==> src/rtl/mips_pkg.sv <==
// Shared constants for the MIPS execute stage: ALUOp codes, funct values,
// control-bit positions inside the WB/MEM/EXE bundles and the mul/div FSM states.
package mips_pkg;

    localparam logic [1:0] ALUOP_ADD   = 2'b00;
    localparam logic [1:0] ALUOP_SUB   = 2'b01;
    localparam logic [1:0] ALUOP_FUNCT = 2'b10;
    localparam logic [1:0] ALUOP_OR    = 2'b11;

    localparam logic [5:0] FUNCT_MFHI  = 6'h10;
    localparam logic [5:0] FUNCT_MFLO  = 6'h12;
    localparam logic [5:0] FUNCT_MULT  = 6'h18;
    localparam logic [5:0] FUNCT_MULTU = 6'h19;
    localparam logic [5:0] FUNCT_DIV   = 6'h1A;
    localparam logic [5:0] FUNCT_DIVU  = 6'h1B;
    localparam logic [5:0] FUNCT_ADD   = 6'h20;
    localparam logic [5:0] FUNCT_ADDU  = 6'h21;
    localparam logic [5:0] FUNCT_SUB   = 6'h22;
    localparam logic [5:0] FUNCT_SUBU  = 6'h23;
    localparam logic [5:0] FUNCT_AND   = 6'h24;
    localparam logic [5:0] FUNCT_OR    = 6'h25;
    localparam logic [5:0] FUNCT_XOR   = 6'h26;
    localparam logic [5:0] FUNCT_NOR   = 6'h27;
    localparam logic [5:0] FUNCT_SLT   = 6'h2A;
    localparam logic [5:0] FUNCT_SLTU  = 6'h2B;

    localparam int WB_REGWRITE  = 1;
    localparam int WB_MEMTOREG  = 0;
    localparam int MEM_BRANCH   = 2;
    localparam int MEM_MEMREAD  = 1;
    localparam int MEM_MEMWRITE = 0;
    localparam int EXE_REGDST   = 3;
    localparam int EXE_ALUOP_HI = 2;
    localparam int EXE_ALUOP_LO = 1;
    localparam int EXE_ALUSRC   = 0;

    typedef enum logic [1:0] {
        IDLE = 2'd0,
        BUSY = 2'd1,
        FIN  = 2'd2
    } mdState_t;

    // mult/multu/div/divu occupy funct 0x18..0x1B
    function automatic logic isMulDivFunct(input logic [5:0] funct);
        return funct[5:2] == 4'b0110;
    endfunction

endpackage

==> src/rtl/ex_stage_if.sv <==
// ID/EX bundle, forwarding sources and EX/MEM outputs of the execute stage.
// master = upstream pipeline side, slave = ex_stage.
interface ex_stage_if;
    import mips_pkg::*;

    logic [31:0] pc;
    logic [31:0] readData1;
    logic [31:0] readData2;
    logic [31:0] sign_extended;
    logic [4:0]  rs;
    logic [4:0]  instruction1;
    logic [4:0]  instruction2;
    logic [1:0]  WB;
    logic [2:0]  MEM;
    logic [3:0]  EXE;

    logic        exmem_regwrite;
    logic [4:0]  exmem_rd;
    logic [31:0] exmem_value;
    logic        memwb_regwrite;
    logic [4:0]  memwb_rd;
    logic [31:0] memwb_value;

    logic        stall;
    logic [31:0] aluResultOut;
    logic [31:0] writeDataOut;
    logic [31:0] branchTargetOut;
    logic        zeroOut;
    logic [4:0]  writeRegOut;
    logic [1:0]  WBOut;
    logic [2:0]  MEMOut;

    modport master (
        output pc, readData1, readData2, sign_extended, rs, instruction1, instruction2,
        output WB, MEM, EXE,
        output exmem_regwrite, exmem_rd, exmem_value, memwb_regwrite, memwb_rd, memwb_value,
        input  stall, aluResultOut, writeDataOut, branchTargetOut, zeroOut,
        input  writeRegOut, WBOut, MEMOut
    );

    modport slave (
        input  pc, readData1, readData2, sign_extended, rs, instruction1, instruction2,
        input  WB, MEM, EXE,
        input  exmem_regwrite, exmem_rd, exmem_value, memwb_regwrite, memwb_rd, memwb_value,
        output stall, aluResultOut, writeDataOut, branchTargetOut, zeroOut,
        output writeRegOut, WBOut, MEMOut
    );

endinterface

==> src/rtl/muldiv_unit.sv <==
// Iterative 32-step shift-add multiplier / restoring divider owning HI and LO.
// Only compiled when MIPS_MULDIV_EN is defined; otherwise no HI/LO storage exists.
`ifdef MIPS_MULDIV_EN
module muldiv_unit (
    input  logic        clock,
    input  logic        reset,
    input  logic        i_start,
    input  logic        i_signed,
    input  logic        i_isDiv,
    input  logic [31:0] i_opA,
    input  logic [31:0] i_opB,
    output logic        o_busy,
    output logic [31:0] o_hi,
    output logic [31:0] o_lo
);
    import mips_pkg::*;

    mdState_t    r_state;
    mdState_t    w_nextState;
    logic [4:0]  r_count;
    logic [31:0] r_hi;
    logic [31:0] r_lo;
    logic [31:0] r_opB;
    logic [31:0] r_dividend;
    logic        r_isDiv;
    logic        r_negRes;
    logic        r_negRem;
    logic        r_divZero;
    logic [31:0] r_hiReg;
    logic [31:0] r_loReg;

    logic        w_signA;
    logic        w_signB;
    logic [31:0] w_magA;
    logic [31:0] w_magB;
    logic [32:0] w_mulSum;
    logic [32:0] w_divRem;
    logic [32:0] w_divDiff;
    logic [63:0] w_prod;
    logic [63:0] w_prodFix;
    logic [31:0] w_quo;
    logic [31:0] w_rem;

    // Work on magnitudes; the sign is re-applied in FIN
    assign w_signA   = i_signed & i_opA[31];
    assign w_signB   = i_signed & i_opB[31];
    assign w_magA    = w_signA ? (32'd0 - i_opA) : i_opA;
    assign w_magB    = w_signB ? (32'd0 - i_opB) : i_opB;

    assign w_mulSum  = {1'b0, r_hi} + (r_lo[0] ? {1'b0, r_opB} : 33'd0);
    assign w_divRem  = {r_hi, r_lo[31]};
    assign w_divDiff = w_divRem - {1'b0, r_opB};

    assign w_prod    = {r_hi, r_lo};
    assign w_prodFix = r_negRes ? (64'd0 - w_prod) : w_prod;
    assign w_quo     = r_negRes ? (32'd0 - r_lo) : r_lo;
    assign w_rem     = r_negRem ? (32'd0 - r_hi) : r_hi;

    always_ff @(posedge clock or posedge reset) begin
        if (reset) begin
            r_state <= IDLE;
        end else begin
            r_state <= w_nextState;
        end
    end

    always_comb begin
        w_nextState = r_state;
        case (r_state)
            IDLE:    if (i_start) w_nextState = BUSY;
            BUSY:    if (r_count == 5'd0) w_nextState = FIN;
            FIN:     w_nextState = IDLE;
            default: w_nextState = IDLE;
        endcase
    end

    // HI holds the partial product / running remainder, LO the multiplier / quotient
    always_ff @(posedge clock or posedge reset) begin
        if (reset) begin
            r_count    <= 5'd0;
            r_hi       <= '0;
            r_lo       <= '0;
            r_opB      <= '0;
            r_dividend <= '0;
            r_isDiv    <= 1'b0;
            r_negRes   <= 1'b0;
            r_negRem   <= 1'b0;
            r_divZero  <= 1'b0;
            r_hiReg    <= '0;
            r_loReg    <= '0;
        end else begin
            case (r_state)
                IDLE: begin
                    if (i_start) begin
                        r_count    <= 5'd31;
                        r_hi       <= '0;
                        r_lo       <= w_magA;
                        r_opB      <= w_magB;
                        r_dividend <= i_opA;
                        r_isDiv    <= i_isDiv;
                        r_negRes   <= w_signA ^ w_signB;
                        r_negRem   <= w_signA;
                        r_divZero  <= (i_opB == 32'd0);
                    end
                end
                BUSY: begin
                    r_count <= r_count - 5'd1;
                    if (r_isDiv) begin
                        if (!w_divDiff[32]) begin
                            r_hi <= w_divDiff[31:0];
                            r_lo <= {r_lo[30:0], 1'b1};
                        end else begin
                            r_hi <= w_divRem[31:0];
                            r_lo <= {r_lo[30:0], 1'b0};
                        end
                    end else begin
                        r_hi <= w_mulSum[32:1];
                        r_lo <= {w_mulSum[0], r_lo[31:1]};
                    end
                end
                FIN: begin
                    if (r_isDiv && r_divZero) begin
                        r_hiReg <= r_dividend;
                        r_loReg <= 32'hFFFF_FFFF;
                    end else if (r_isDiv) begin
                        r_hiReg <= w_rem;
                        r_loReg <= w_quo;
                    end else begin
                        r_hiReg <= w_prodFix[63:32];
                        r_loReg <= w_prodFix[31:0];
                    end
                end
                default: ;
            endcase
        end
    end

    assign o_busy = (r_state != IDLE);
    assign o_hi   = r_hiReg;
    assign o_lo   = r_loReg;

endmodule
`endif

==> src/rtl/ex_stage.sv <==
// MIPS execute stage: operand forwarding, ALU, branch target and the EX/MEM register.
// Define MIPS_MULDIV_EN to include the iterative mul/div unit with HI/LO and stall.
module ex_stage (
    input logic       clock,
    input logic       reset,
    ex_stage_if.slave bus
);
    import mips_pkg::*;

    logic [31:0] w_opA;
    logic [31:0] w_opB;
    logic [31:0] w_aluB;
    logic [1:0]  w_aluOp;
    logic [5:0]  w_funct;
    logic [31:0] w_result;
    logic        w_isMulDiv;
    logic        w_bubble;
    logic        w_stall;
    logic [31:0] w_hi;
    logic [31:0] w_lo;

    logic [31:0] r_aluResult;
    logic [31:0] r_writeData;
    logic [31:0] r_branchTarget;
    logic        r_zero;
    logic [4:0]  r_writeReg;
    logic [1:0]  r_wb;
    logic [2:0]  r_mem;

    // EX/MEM beats MEM/WB because it carries the younger result
    function automatic logic [31:0] forwardOperand(
        input logic [4:0]  src,
        input logic [31:0] regVal,
        input logic        exRegWrite,
        input logic [4:0]  exRd,
        input logic [31:0] exVal,
        input logic        wbRegWrite,
        input logic [4:0]  wbRd,
        input logic [31:0] wbVal
    );
        if (exRegWrite && exRd != 5'd0 && exRd == src) return exVal;
        if (wbRegWrite && wbRd != 5'd0 && wbRd == src) return wbVal;
        return regVal;
    endfunction

    assign w_opA = forwardOperand(bus.rs, bus.readData1,
                                  bus.exmem_regwrite, bus.exmem_rd, bus.exmem_value,
                                  bus.memwb_regwrite, bus.memwb_rd, bus.memwb_value);
    assign w_opB = forwardOperand(bus.instruction1, bus.readData2,
                                  bus.exmem_regwrite, bus.exmem_rd, bus.exmem_value,
                                  bus.memwb_regwrite, bus.memwb_rd, bus.memwb_value);

    assign w_aluOp    = bus.EXE[EXE_ALUOP_HI:EXE_ALUOP_LO];
    assign w_funct    = bus.sign_extended[5:0];
    assign w_aluB     = bus.EXE[EXE_ALUSRC] ? bus.sign_extended : w_opB;
    assign w_isMulDiv = (w_aluOp == ALUOP_FUNCT) && isMulDivFunct(w_funct);
    assign w_bubble   = w_stall || w_isMulDiv;

`ifdef MIPS_MULDIV_EN
    logic w_start;

    assign w_start = w_isMulDiv && !w_stall;

    muldiv_unit u_muldiv (
        .clock   (clock),
        .reset   (reset),
        .i_start (w_start),
        .i_signed(!w_funct[0]),
        .i_isDiv (w_funct[1]),
        .i_opA   (w_opA),
        .i_opB   (w_opB),
        .o_busy  (w_stall),
        .o_hi    (w_hi),
        .o_lo    (w_lo)
    );
`else
    assign w_stall = 1'b0;
    assign w_hi    = '0;
    assign w_lo    = '0;
`endif

    always_comb begin
        w_result = '0;
        case (w_aluOp)
            ALUOP_ADD: w_result = w_opA + w_aluB;
            ALUOP_SUB: w_result = w_opA - w_aluB;
            ALUOP_OR:  w_result = w_opA | w_aluB;
            default: begin
                case (w_funct)
                    FUNCT_ADD, FUNCT_ADDU: w_result = w_opA + w_aluB;
                    FUNCT_SUB, FUNCT_SUBU: w_result = w_opA - w_aluB;
                    FUNCT_AND:  w_result = w_opA & w_aluB;
                    FUNCT_OR:   w_result = w_opA | w_aluB;
                    FUNCT_XOR:  w_result = w_opA ^ w_aluB;
                    FUNCT_NOR:  w_result = ~(w_opA | w_aluB);
                    FUNCT_SLT:  w_result = {31'd0, $signed(w_opA) < $signed(w_aluB)};
                    FUNCT_SLTU: w_result = {31'd0, w_opA < w_aluB};
                    FUNCT_MFHI: w_result = w_hi;
                    FUNCT_MFLO: w_result = w_lo;
                    default:    w_result = '0;
                endcase
            end
        endcase
    end

    // Stalled cycles and the mul/div issue itself leave an all-zero bubble
    always_ff @(posedge clock or posedge reset) begin
        if (reset) begin
            r_aluResult    <= '0;
            r_writeData    <= '0;
            r_branchTarget <= '0;
            r_zero         <= 1'b0;
            r_writeReg     <= '0;
            r_wb           <= '0;
            r_mem          <= '0;
        end else if (w_bubble) begin
            r_aluResult    <= '0;
            r_writeData    <= '0;
            r_branchTarget <= '0;
            r_zero         <= 1'b0;
            r_writeReg     <= '0;
            r_wb           <= '0;
            r_mem          <= '0;
        end else begin
            r_aluResult    <= w_result;
            r_writeData    <= w_opB;
            r_branchTarget <= bus.pc + {bus.sign_extended[29:0], 2'b00};
            r_zero         <= (w_result == 32'd0);
            r_writeReg     <= bus.EXE[EXE_REGDST] ? bus.instruction2 : bus.instruction1;
            r_wb           <= bus.WB;
            r_mem          <= bus.MEM;
        end
    end

    assign bus.stall           = w_stall;
    assign bus.aluResultOut    = r_aluResult;
    assign bus.writeDataOut    = r_writeData;
    assign bus.branchTargetOut = r_branchTarget;
    assign bus.zeroOut         = r_zero;
    assign bus.writeRegOut     = r_writeReg;
    assign bus.WBOut           = r_wb;
    assign bus.MEMOut          = r_mem;

endmodule

==> src/flat_wrapper.sv <==
// flat-port wrapper written by rule: the top's interface ports become plain ports
module ex_stage_flat import mips_pkg::*;
  (clock, reset, bus_pc, bus_readData1, bus_readData2, bus_sign_extended, bus_rs, bus_instruction1, bus_instruction2, bus_WB, bus_MEM, bus_EXE, bus_exmem_regwrite, bus_exmem_rd, bus_exmem_value, bus_memwb_regwrite, bus_memwb_rd, bus_memwb_value, bus_stall, bus_aluResultOut, bus_writeDataOut, bus_branchTargetOut, bus_zeroOut, bus_writeRegOut, bus_WBOut, bus_MEMOut);
  ex_stage_if bus_i ();
  input logic clock;
  input logic reset;
  input wire logic [$bits(bus_i.pc)-1:0] bus_pc;
  input wire logic [$bits(bus_i.readData1)-1:0] bus_readData1;
  input wire logic [$bits(bus_i.readData2)-1:0] bus_readData2;
  input wire logic [$bits(bus_i.sign_extended)-1:0] bus_sign_extended;
  input wire logic [$bits(bus_i.rs)-1:0] bus_rs;
  input wire logic [$bits(bus_i.instruction1)-1:0] bus_instruction1;
  input wire logic [$bits(bus_i.instruction2)-1:0] bus_instruction2;
  input wire logic [$bits(bus_i.WB)-1:0] bus_WB;
  input wire logic [$bits(bus_i.MEM)-1:0] bus_MEM;
  input wire logic [$bits(bus_i.EXE)-1:0] bus_EXE;
  input wire logic [$bits(bus_i.exmem_regwrite)-1:0] bus_exmem_regwrite;
  input wire logic [$bits(bus_i.exmem_rd)-1:0] bus_exmem_rd;
  input wire logic [$bits(bus_i.exmem_value)-1:0] bus_exmem_value;
  input wire logic [$bits(bus_i.memwb_regwrite)-1:0] bus_memwb_regwrite;
  input wire logic [$bits(bus_i.memwb_rd)-1:0] bus_memwb_rd;
  input wire logic [$bits(bus_i.memwb_value)-1:0] bus_memwb_value;
  output wire logic [$bits(bus_i.stall)-1:0] bus_stall;
  output wire logic [$bits(bus_i.aluResultOut)-1:0] bus_aluResultOut;
  output wire logic [$bits(bus_i.writeDataOut)-1:0] bus_writeDataOut;
  output wire logic [$bits(bus_i.branchTargetOut)-1:0] bus_branchTargetOut;
  output wire logic [$bits(bus_i.zeroOut)-1:0] bus_zeroOut;
  output wire logic [$bits(bus_i.writeRegOut)-1:0] bus_writeRegOut;
  output wire logic [$bits(bus_i.WBOut)-1:0] bus_WBOut;
  output wire logic [$bits(bus_i.MEMOut)-1:0] bus_MEMOut;
  assign bus_i.pc = bus_pc;
  assign bus_i.readData1 = bus_readData1;
  assign bus_i.readData2 = bus_readData2;
  assign bus_i.sign_extended = bus_sign_extended;
  assign bus_i.rs = bus_rs;
  assign bus_i.instruction1 = bus_instruction1;
  assign bus_i.instruction2 = bus_instruction2;
  assign bus_i.WB = bus_WB;
  assign bus_i.MEM = bus_MEM;
  assign bus_i.EXE = bus_EXE;
  assign bus_i.exmem_regwrite = bus_exmem_regwrite;
  assign bus_i.exmem_rd = bus_exmem_rd;
  assign bus_i.exmem_value = bus_exmem_value;
  assign bus_i.memwb_regwrite = bus_memwb_regwrite;
  assign bus_i.memwb_rd = bus_memwb_rd;
  assign bus_i.memwb_value = bus_memwb_value;
  assign bus_stall = bus_i.stall;
  assign bus_aluResultOut = bus_i.aluResultOut;
  assign bus_writeDataOut = bus_i.writeDataOut;
  assign bus_branchTargetOut = bus_i.branchTargetOut;
  assign bus_zeroOut = bus_i.zeroOut;
  assign bus_writeRegOut = bus_i.writeRegOut;
  assign bus_WBOut = bus_i.WBOut;
  assign bus_MEMOut = bus_i.MEMOut;
  ex_stage u_core (.clock(clock), .reset(reset), .bus(bus_i));
endmodule
==> config.mk <==
export PLATFORM = sky130hd
export DESIGN_NAME = ex_stage_flat
export DESIGN_NICKNAME = d
export VERILOG_FILES = /design/src/rtl/mips_pkg.sv /design/src/rtl/ex_stage_if.sv /design/src/rtl/muldiv_unit.sv /design/src/rtl/ex_stage.sv /design/src/flat_wrapper.sv
export SDC_FILE = /design/constraint.sdc
export NUM_CORES = 1
export LEC_CHECK = 0
export BUFFER_PORTS_ARGS = -buffer_cell sky130_fd_sc_hd__buf_4
export CELL_PAD_IN_SITES_DETAIL_PLACEMENT = 0
export CELL_PAD_IN_SITES_GLOBAL_PLACEMENT = 1
export CORE_MARGIN = 1.5
export CORE_UTILIZATION = 43
export CTS_BUF_LIST = sky130_fd_sc_hd__clkbuf_4
export DETAILED_ROUTE_END_ITERATION = 6
export PLACE_DENSITY_LB_ADDON = 0.1
export RECOVER_POWER = 50
export SLEW_MARGIN = 10
export SYNTH_ARGS = -nofsm -noshare
export SYNTH_HDL_FRONTEND = slang
export SYNTH_SLANG_ARGS = --single-unit
==> constraint.sdc <==
create_clock -name clock -period 5.6 [get_ports clock]
set_input_delay 1.4 -clock clock [delete_from_list [all_inputs] [get_ports clock]]
set_output_delay 1.4 -clock clock [all_outputs]
set_load 0.005 [all_outputs]
Word-level counts from Yosys, hierarchy flattened
Index checks and enable logic that the tools add are counted.
{"block": "totals", "register_bits": 107, "in_bits": 230, "output_inout_bits": 108}
{"block": "op_classes", "addsub": 3, "magnitude_cmp": 2, "eq_ne": 18, "mux": 25, "bitwise": 4, "reduce_logical": 13}
{"operator": "32-bit two-way mux", "n": 12}
{"operator": "32-bit one-hot mux with 8 select lines", "n": 1}
{"operator": "32-bit one-hot mux with 3 select lines", "n": 1}
{"operator": "32-bit adder", "n": 2}
{"operator": "32-bit < comparator", "n": 2}
{"operator": "6-bit == test (second input constant)", "n": 10}
{"operator": "32-bit AND", "n": 1}
{"operator": "32-bit logical NOT", "n": 1}
{"operator": "32-bit inverter", "n": 1}
{"operator": "32-bit OR", "n": 1}
{"operator": "32-bit subtractor", "n": 1}
{"operator": "32-bit bitwise XOR", "n": 1}
{"operator": "5-bit == test", "n": 4}
{"operator": "5-bit two-way mux", "n": 2}
{"operator": "5-bit nonzero test", "n": 2}
{"operator": "1-bit logical AND", "n": 7}
{"operator": "1-bit two-way mux", "n": 7}
{"operator": "2-bit == test (second input constant)", "n": 2}
{"operator": "4-bit by 3-bit == test with 1-bit output (second input constant)", "n": 1}
{"operator": "2-bit OR reduction", "n": 2}
{"operator": "3-bit two-way mux", "n": 1}
{"operator": "2-bit by 1-bit == test with 1-bit output (second input constant)", "n": 1}
{"operator": "2-bit logical NOT", "n": 1}
{"operator": "2-bit two-way mux", "n": 1}

Longest topological paths before layout
Gate-level depths: netlist (run 1).
{"block": "depth", "depth_word": 14, "depth_mapped": 23}

Least setup slack after synthesis (run 1)
No wires, ideal clock.
{"block": "synth_path", "kind": "input to register", "from": "input bus_memwb_rd[4]", "to": "register u_core.r_zero, in the netlist u_core.bus.zeroOut", "setup_time_ns": 0.096, "t_arrival_ns": 6.633, "required_ns": 5.504, "slack_ns": -1.129, "stages": 21, "cell_sequence": "xor2_1 > or4b_1 > nor2_1 > buf_1 > mux2i_1 > o21a_1 > inv_1 > ha_1 > fa_1 > a211oi_1 > o21ai_0 > a2111oi_0 > o21a_1 > o21ai_0 > a31oi_1 > o21ai_0 > a211oi_1 > nand3_1 > nor4_1 > nand4_1 > nor4_2"}
{"block": "synth_via", "elab_chain_cells": 14, "elab_cells_between_ends": 29, "cone_classes": "2 x add/sub; 2 x order compare; 2 x eq/ne; 14 x mux; 4 x bitwise; 5 x reduce/logical"}
{"element": "start: declaration", "line": "flat_wrapper.sv:21", "source": "input wire logic [$bits(bus_i.memwb_rd)-1:0] bus_memwb_rd;"}
{"element": "parallel branches: the longest is 11 deep, another holds 32-bit subtractor"}
{"element": "32-bit one-hot mux with 3 select lines *", "line": "ex_stage.sv:84", "source": "case (w_aluOp)"}
{"element": "32-bit logical NOT *", "line": "ex_stage.sv:128", "source": "r_zero <= (w_result == 32'd0);"}
{"element": "1-bit two-way mux *", "line": "ex_stage.sv:116", "source": "end else if (w_bubble) begin"}
{"element": "end signal: assignment", "line": "ex_stage.sv:128"}
{"element": "end: declaration", "line": "ex_stage.sv:25", "source": "logic r_zero;"}
Every way passes the cells marked *. The select of a mux whose other input is x is not followed.

Worst setup path after layout (run 1)
{"block": "layout_path", "from": "input bus_rs[3]", "to": "register u_core.r_zero, in the netlist u_core.bus.zeroOut"}
{"block": "layout_via", "elab_chain_cells": 12, "elab_cells_between_ends": 22, "cone_classes": "2 x add/sub; 2 x order compare; 2 x eq/ne; 9 x mux; 4 x bitwise; 3 x reduce/logical"}
{"element": "start: declaration", "line": "flat_wrapper.sv:11", "source": "input wire logic [$bits(bus_i.rs)-1:0] bus_rs;"}
{"element": "5-bit == test", "line": "ex_stage.sv:42", "source": "if (wbRegWrite && wbRd != 5'd0 && wbRd == src) return wbVal;"}
{"element": "1-bit logical AND", "line": "ex_stage.sv:42"}
{"element": "1-bit two-way mux (2 in series)", "line": "ex_stage.sv:42"}
{"element": "32-bit two-way mux", "line": "ex_stage.sv:43", "source": "return regVal;"}
{"element": "32-bit two-way mux *", "line": "ex_stage.sv:42"}
{"element": "parallel branches: the longest is 3 deep, another holds 32-bit subtractor"}
{"element": "32-bit one-hot mux with 3 select lines *", "line": "ex_stage.sv:84"}
{"element": "32-bit logical NOT *", "line": "ex_stage.sv:128"}
{"element": "1-bit two-way mux *", "line": "ex_stage.sv:116"}
Marks and branches as above.

==> results.md, run 1 <==
- DP Cell Count: 2897
- Net count reported at finish: 2928
- Hold violation total from the final report: 0
- DRC violation total after the first TritonRoute iteration: 1409
- Post-DP HPWL: 51.05 mm
- Total iterations of the first detailed-routing run: 7
- Total power divided by cell area: 187.4 nW/µm²
- Async set-reset flop share out of synthesis: 100.0%
- Post-route antenna net violation count: 0
- Horizontal die dimension: 178.4 µm
- Class of the most critical hold timing path: input port to flop
- Buffers plus inverters on the worst setup path: 5
- Critical Path, Cell by Cell: buf_8, xor2_2, or4b_4, nor2_4, buf_12, mux2i_2, o21a_1, inv_2, ha_4, fa_2, a211oi_4, o21ai_2, a2111oi_4, buf_4, buf_4, nor2_2, xnor2_1, nor2_1, or4_4, a211o_1, nor4_2, nand4_1, nor4_2
- Worst EP required: 6.08 ns
- Post-Syn Area per Cell: 7.450 µm²
- Most common library cell in the layout ignoring fill and taps: sky130_fd_sc_hd__buf_4
- Number of global-route vias before repair: 16818
- Largest net degree at the start of global routing: 82
- Classification of the worst setup path: input port to flop
- Critical path origin: bus_rs[3]
- Worst vdd ir: 0.1692 mV
- Leakage power summed over all cells: 9.962 nW
- Fraction of the yosys area taken by sequential cells: 20.25%
- Wire length of the first global-routing pass: 94.42 mm
- Critical path peak fanout: 8
- Max-slew headroom: -116.9%
- Antenna violations before repair: 1
- Die height: 178.4 µm
- Worst-margin pin slew: 3.236 ns
- Capture point of the critical path: u_core.bus.zeroOut$_DFF_PP0_
- Unrepaired setup endpoints after global routing: yes
- Post-Synthesis Net Count: 2149
- Total track usage: 39.52%
- Core Area: 30430 µm²
- Cell at the root of the clock tree: sky130_fd_sc_hd__clkbuf_4
- DR WL/cell: 21.53 µm
- Initial Util: 43.46%
- Least setup slack across all paths after layout: -0.1110 ns
- H-tree lvl count: 3
- Post-Syn Area: 13220 µm²
- Number of maximum-capacitance violations: 1
- Element type at the critical path start: input port
- Last weighted congestion value of the routability-driven placer: 1.061
- Maximum buffer depth of the clock tree: 2
- Number of clock sinks: 107
- Count of buffers inserted at the top-level ports: 336
- Flops & latches, synth: 107
- Crit path max-delay cell type: sky130_fd_sc_hd__or4b_4
- Violated checks: capacitance limit, slew limit, setup timing
- Final setup fails: 1
- CTS Buf Count: 9
- Final Max Tran Viols: 69
- Site row count: 64
- Signal arrival time at the worst endpoint: 6.19 ns
- Clock tree from TritonCTS: done
- Endpoint kind of the worst setup timing path: flop
- Synth-to-layout area growth: 55.90%
- Outcome: finished with violations
- Routed Wire Length: 63.67 mm
- Share of post-route cells with drive strength above 1: 38.41%
- Total number of vias: 16983
- Number of stages on the worst setup path: 23
- Area enclosed by the die boundary: 31810 µm²
- Post-route DRC violation count: 0
- Ratio of routed vias to standard cells: 5.743
- Yosys cell types: 81
- Most used flip-flop cell after synthesis: sky130_fd_sc_hd__dfrtp_1
- Core occupancy in the finished layout: 67.75%
- Leading cell types in the layout, fill and taps excluded: 787 x sky130_fd_sc_hd__buf_4, 179 x sky130_fd_sc_hd__nor2_1, 176 x sky130_fd_sc_hd__nand2_1, 153 x sky130_fd_sc_hd__o21ai_0, 134 x sky130_fd_sc_hd__ha_1
- WHS: 1.045 ns
- Clock Pin Slew Worst Setup and Hold Paths: 0.21 ns
- Min Clock Period, post-route: 5.711 ns
- Yosys synthesis warning count: 0
- Cell type group with the largest total delay on the critical path: simple AND/OR/NAND/NOR gates
- Final worst path period share: 102.0%
- Number of ports placed on the die boundary: 338
- Post-synth EDFFs: 0
- Overall overflow remaining after global route: 0
- Number of instances in the synthesized netlist: 1775
- Number of standard cells in the final layout excluding fillers: 2957
- Largest stage delay on the critical path: 0.57 ns
- Maximum clock rate: 175.1 MHz
registers in the layout, indices dropped and copies added (netlist names):
name,flops
u_core.bus.writeRegOut,5
u_core.bus.writeDataOut,32
u_core.bus.branchTargetOut,32
u_core.bus.zeroOut,1
u_core.bus.aluResultOut,32
u_core.bus.WBOut,2
u_core.bus.MEMOut,3
Yosys cell counts, types with 10 or more instances:
cell type | instances | area [µm²]
sky130_fd_sc_hd__o21ai_0 | 196 | 980.9
sky130_fd_sc_hd__nor2_1 | 186 | 698.2
sky130_fd_sc_hd__nand2_1 | 176 | 660.6
sky130_fd_sc_hd__ha_1 | 141 | 1764
sky130_fd_sc_hd__inv_1 | 129 | 484.2
sky130_fd_sc_hd__a21oi_1 | 125 | 625.6
sky130_fd_sc_hd__dfrtp_1 | 107 | 2678
sky130_fd_sc_hd__clkbuf_1 | 78 | 292.8
sky130_fd_sc_hd__mux2i_1 | 77 | 770.7
sky130_fd_sc_hd__xnor2_1 | 52 | 455.4
sky130_fd_sc_hd__nor3_1 | 39 | 195.2
sky130_fd_sc_hd__a21o_1 | 30 | 225.2
sky130_fd_sc_hd__nand4_1 | 25 | 156.4
sky130_fd_sc_hd__a211oi_1 | 24 | 180.2
sky130_fd_sc_hd__nand3_1 | 24 | 120.1
sky130_fd_sc_hd__nor2b_1 | 23 | 143.9
sky130_fd_sc_hd__o21bai_1 | 22 | 165.2
sky130_fd_sc_hd__a31oi_1 | 21 | 131.4
sky130_fd_sc_hd__xor2_1 | 21 | 183.9
sky130_fd_sc_hd__o21a_1 | 20 | 150.1
sky130_fd_sc_hd__buf_1 | 19 | 71.32
sky130_fd_sc_hd__o211ai_1 | 18 | 135.1
sky130_fd_sc_hd__o22ai_1 | 15 | 93.84
sky130_fd_sc_hd__and3_1 | 14 | 87.58
sky130_fd_sc_hd__nor4_1 | 12 | 75.07
sky130_fd_sc_hd__o31ai_1 | 12 | 90.09
sky130_fd_sc_hd__nand2b_1 | 11 | 68.82
sky130_fd_sc_hd__or2_2 | 11 | 68.82
sky130_fd_sc_hd__a221oi_1 | 10 | 87.58
sky130_fd_sc_hd__o2111ai_1 | 10 | 87.58
sky130_fd_sc_hd__or3_1 | 10 | 62.56
what timing repair did:
item,CTS,global route
endpoints found under the setup margin,2,13
pin swaps,19,46
resized for setup,36,101
buffers inserted,19,23
hold buffers,0,0
how the worst min path moves through the flow:
stage	start	end	slack, ns	cells after the start
detailed placement	bus_MEM[2]	u_core.bus.MEMOut[2]$_DFF_PP0_	1.63	2
finish	bus_pc[1]	u_core.bus.branchTargetOut[1]$_DFF_PP0_	1.04	2
global placement	bus_MEM[0]	u_core.bus.MEMOut[0]$_DFF_PP0_	1.62	2
global route	bus_MEM[2]	u_core.bus.MEMOut[2]$_DFF_PP0_	1.02	2
CTS	reset	u_core.bus.writeDataOut[12]$_DFF_PP0_	1.00	2
floorplan	bus_MEM[0]	u_core.bus.MEMOut[0]$_DFF_PP0_	1.54	1
cell families (layout without fill, tap and decap cells):
family / count (synthesis) / in the layout / share of synthesized area [%]
DFF: 107 / 107 / 20.25
adders and majority gates: 144 / 144 / 13.80
AOI/OAI and AO/OA: 574 / 574 / 27.59
xor gates and xnor gates: 73 / 73 / 4.835
buffers and inverters: 229 / 1013 / 6.585
other: 1 / 3 / 0.02836
muxes: 87 / 87 / 7.361
and+or+nand+nor: 560 / 560 / 19.56
area by class of cell:
class                           count  area (µm²)
Sequential cell                   107        2678
Timing Repair Buffer              867        6600
Clock buffer                       10       75.07
Fill cell                        2625        9813
Clock inverter                      6       65.06
Multi-Input combinational cell   1439       10210
Antenna cell                        2       5.005
Inverter                          130       489.2
Tap cell                          396       495.5
per-layer routing:
| metal | routed length [µm] | GRT usage [%] |
|---|---|---|
| met3 | 4414 | 5.200 |
| met4 | 4325 | 24.24 |
| met5 | 0 | 0 |
| met2 | 30990 | 69.90 |
| met1 | 23950 | 45.02 |
report_power, final:
group	total, W	switching [W]	internal, W
clock network	0.000456	0.000345	0.000111
logic	0.00248	0.00125	0.00124
registers	0.000923	0.0000358	0.000888
total	0.00386	0.00163	0.00224
per-stage QoR:
step           setup TNS (ns)  setup slack [ns]  area, µm²  total power [W]
6_report              -0.1110           -0.1110      20620         0.003864
5_1_grt               -0.3836           -0.2620      20610         0.004069
4_1_cts               -0.1923           -0.1923      20150         0.003744
3_5_place_dp           -7.805            -1.090      19700         0.003229
3_3_place_gp           -6.480            -1.042      19700         0.003199
2_1_floorplan         -0.2011           -0.2011      13290         0.001969
No activity file was read; power rests on OpenSTA's default activity.
==> inputs of run 2 (changes only) <==
Settings changed: ABC_AREA set to 1, CORE_MARGIN 1.5 to 2, CORE_UTILIZATION 43 to 41.
==> results.md, run 2 <==
- Clock Pin Slew Worst Setup and Hold Paths: 0.22 ns (was 0.21 ns)
- Unrepaired setup endpoints after global routing: no (was yes)
- Flops & latches, synth: 107 (unchanged)
- Ratio of routed vias to standard cells: 5.386 (was 5.743)
- Most common library cell in the layout ignoring fill and taps: sky130_fd_sc_hd__buf_4 (unchanged)
- Post-Syn Area: 13450 µm² (was 13220 µm²)
- Wire length of the first global-routing pass: 95.75 mm (was 94.42 mm)
- Initial Util: 41.43% (was 43.46%)
- Total iterations of the first detailed-routing run: 6 (was 7)
- Worst EP required: 6.12 ns (was 6.08 ns)
- Endpoint kind of the worst setup timing path: flop (unchanged)
- Worst slack at placement: -0.5168 ns (was -1.090 ns)
- Post-Syn Area per Cell: 6.120 µm² (was 7.450 µm²)
- Element type at the critical path start: input port (unchanged)
- Top-count cell post-synth: sky130_fd_sc_hd__nand2_1 (was sky130_fd_sc_hd__o21ai_0)
- DRC violation total after the first TritonRoute iteration: 1655 (was 1409)
- Final worst path period share: 94.50% (was 102.0%)
- Post-route antenna net violation count: 0 (unchanged)
- Signal arrival time at the worst endpoint: 5.81 ns (was 6.19 ns)
- Classification of the worst setup path: input port to flop (unchanged)
- Leading cell types in the layout, fill and taps excluded: 543 x sky130_fd_sc_hd__buf_4, 472 x sky130_fd_sc_hd__nand2_1, 331 x sky130_fd_sc_hd__inv_1, 235 x sky130_fd_sc_hd__nor2_1, 212 x sky130_fd_sc_hd__nand3_1 (was 787 x sky130_fd_sc_hd__buf_4, 179 x sky130_fd_sc_hd__nor2_1, 176 x sky130_fd_sc_hd__nand2_1, 153 x sky130_fd_sc_hd__o21ai_0, 134 x sky130_fd_sc_hd__ha_1)
- Post-Synthesis Net Count: 2571 (was 2149)
- Post-route DRC violation count: 0 (unchanged)
- Number of instances in the synthesized netlist: 2197 (was 1775)
- Core Area: 32450 µm² (was 30430 µm²)
- Antenna violations before repair: 6 (was 1)
- Yosys synthesis warning count: 0 (unchanged)
- Number of global-route vias before repair: 16276 (was 16818)
- Total track usage: 37.46% (was 39.52%)
- Last weighted congestion value of the routability-driven placer: 1.058 (was 1.061)
- Site row count: 66 (was 64)
- Least setup slack across all paths after layout: 0.3081 ns (was -0.1110 ns)
- Final setup fails: 0 (was 1)
- Worst vdd ir: 0.1461 mV (was 0.1692 mV)
- Portion of synthesized cell area occupied by the leading cell type: 19.91% (was 20.25%)
- Yosys cell types: 53 (was 81)
- Total number of vias: 17134 (was 16983)
- Most used flip-flop cell after synthesis: sky130_fd_sc_hd__dfrtp_1 (unchanged)
- Post-synth EDFFs: 0 (unchanged)
- Routed Wire Length: 64.43 mm (was 63.67 mm)
- Library cell with the largest summed area after synthesis: sky130_fd_sc_hd__dfrtp_1 (unchanged)
- Crit path max-delay cell type: sky130_fd_sc_hd__ha_1 (was sky130_fd_sc_hd__or4b_4)
- Area enclosed by the die boundary: 34260 µm² (was 31810 µm²)
- Count of buffers inserted at the top-level ports: 336 (unchanged)
- Min Clock Period, post-route: 5.292 ns (was 5.711 ns)
- Cells taking the most area after synthesis: sky130_fd_sc_hd__dfrtp_1 20%, sky130_fd_sc_hd__nand2_1 13%, sky130_fd_sc_hd__ha_1 13% (was sky130_fd_sc_hd__dfrtp_1 20%, sky130_fd_sc_hd__ha_1 13%, sky130_fd_sc_hd__o21ai_0 7.4%)
- Ranking of synthesized cells by instance count: 472 x sky130_fd_sc_hd__nand2_1, 332 x sky130_fd_sc_hd__inv_1, 236 x sky130_fd_sc_hd__nor2_1, 212 x sky130_fd_sc_hd__nand3_1, 196 x sky130_fd_sc_hd__o21ai_0 (was 196 x sky130_fd_sc_hd__o21ai_0, 186 x sky130_fd_sc_hd__nor2_1, 176 x sky130_fd_sc_hd__nand2_1, 141 x sky130_fd_sc_hd__ha_1, 129 x sky130_fd_sc_hd__inv_1)
- Largest net degree at the start of global routing: 79 (was 82)
- Total power divided by cell area: 187.4 nW/µm² (about the same)
- Synth-to-layout area growth: 36.87% (was 55.90%)
- Worst-margin pin slew: 3.246 ns (was 3.236 ns)
- Max-slew headroom: -116.4% (was -116.9%)
- CTS Buf Count: 9 (unchanged)
- Post-DP HPWL: 53.18 mm (was 51.05 mm)
- Cell at the root of the clock tree: sky130_fd_sc_hd__clkbuf_4 (unchanged)
- Top cell by count, worst path: sky130_fd_sc_hd__nor2_1
- Violated checks: capacitance limit, slew limit (was capacitance limit, slew limit, setup timing)
- Final Max Tran Viols: 79 (was 69)
- Leakage power summed over all cells: 9.892 nW (was 9.962 nW)
- Number of ports placed on the die boundary: 338 (unchanged)
- Setup TNS: 0 ns (was -0.1110 ns)
- Horizontal die dimension: 185.1 µm (was 178.4 µm)
- Overall overflow remaining after global route: 0 (unchanged)
- Net count reported at finish: 3102 (was 2928)
- Outcome: finished with violations (unchanged)
- DR WL/cell: 20.25 µm (was 21.53 µm)
- Class of the most critical hold timing path: input port to flop (unchanged)
- Hold violation total from the final report: 0 (unchanged)
- Maximum buffer depth of the clock tree: 2 (unchanged)
- H-tree lvl count: 3 (unchanged)
- Maximum clock rate: 189.0 MHz (was 175.1 MHz)
- Number of clock sinks: 107 (unchanged)
- Async set-reset flop share out of synthesis: 100.0% (unchanged)
- Critical path peak fanout: 40 (was 8)
- Share of post-route cells with drive strength above 1: 23.89% (was 38.41%)
- Clock tree from TritonCTS: done (unchanged)
- Largest stage delay on the critical path: 0.37 ns (was 0.57 ns)
- Fraction of the yosys area taken by sequential cells: 19.91% (was 20.25%)
- Die height: 185.1 µm (was 178.4 µm)
- Number of maximum-capacitance violations: 1 (unchanged)
- Core occupancy in the finished layout: 56.70% (was 67.75%)
==> run 2: cell count changes after synthesis, moves of 17 or more <==
cell,delta
sky130_fd_sc_hd__nand2_1,+296
sky130_fd_sc_hd__inv_1,+203
sky130_fd_sc_hd__nand3_1,+188
sky130_fd_sc_hd__mux2i_1,-77
sky130_fd_sc_hd__nor2_1,+50
sky130_fd_sc_hd__a21oi_1,+39
sky130_fd_sc_hd__xnor2_1,-38
sky130_fd_sc_hd__a21o_1,-25
sky130_fd_sc_hd__nor2b_1,-23
sky130_fd_sc_hd__clkbuf_1,-19
sky130_fd_sc_hd__o21bai_1,-19
sky130_fd_sc_hd__a31oi_1,-17
==> run 2: worst paths after layout <==
path / cells after the start / slack (ns) / startpoint / to
max in group asynchronous: 3 / 1.42 / reset / u_core.bus.writeDataOut[22]$_DFF_PP0_
min in group asynchronous: 2 / 1.92 / reset / u_core.bus.aluResultOut[5]$_DFF_PP0_
min: 3 / 0.95 / bus_pc[1] / u_core.bus.branchTargetOut[1]$_DFF_PP0_
max: 32 / 0.31 / bus_instruction1[2] / u_core.bus.zeroOut$_DFF_PP0_
==> run 2: cell type report <==
type	instances	area, µm²
sequential	107	2678
antenna	6	15.01
clock buffer	9	67.56
clock inverter	7	57.56
fill	3339	14050
tap	442	553.0
inverter	338	1269
timing repair buffer	603	4522
multi-input combinational	1669	9241
==> run 2: kinds of logic (layout without fill, tap and decap cells) <==
logic type,Yosys count,count (layout),synth area share (%)
flops,107,107,19.91
xor+xnor,51,51,3.322
buf+inv,421,957,11.90
compound gates,479,479,20.00
other cells,1,7,0.02789
fa+ha+maj,144,144,13.57
simple gates,994,994,31.27
==> run 2: critical path, delay by kind of cell <==
kind	cells	cell delay, ns
adders and majority gates	1	0.37
xor gates and xnor gates	1	0.16
buffers and inverters	9	1.17
and+or+nand+nor	19	2.10
AOI/OAI and AO/OA	2	0.55
==> run 2: per-layer routing <==
metal,track usage (%),vias to the layer above,routed length [µm]
li1,-,8234,-
met1,51.01,7931,27850
met4,13.02,0,2213
met5,0,-,0
met3,7.845,131,6038
met2,58.59,838,28330
==> run 2: what timing repair did <==
item                                    CTS  global route
buffers inserted                          0             0
resized for setup                         0            18
hold buffers                              0             0
endpoints found under the setup margin    0             2
hold endpoints to repair                  0             0
==> run 2: power by group <==
part           total, W  internal, W  switching [W]
clock          0.000451    0.0000981       0.000352
sequential     0.000914     0.000878      0.0000355
combinational   0.00208     0.000894        0.00119
==> run 2: metrics by stage <==
step                std cells  hold WS [ns]  total power (W)  instance area (µm²)
detailed placement       3159         1.624         0.002968                18270
global route             3181        0.9398         0.003683                18400
global placement         3159         1.620         0.002956                18270
CTS                      3175        0.9217         0.003421                18390
finish                   3181        0.9546         0.003448                18400
floorplan                2197         1.506         0.001930                13450
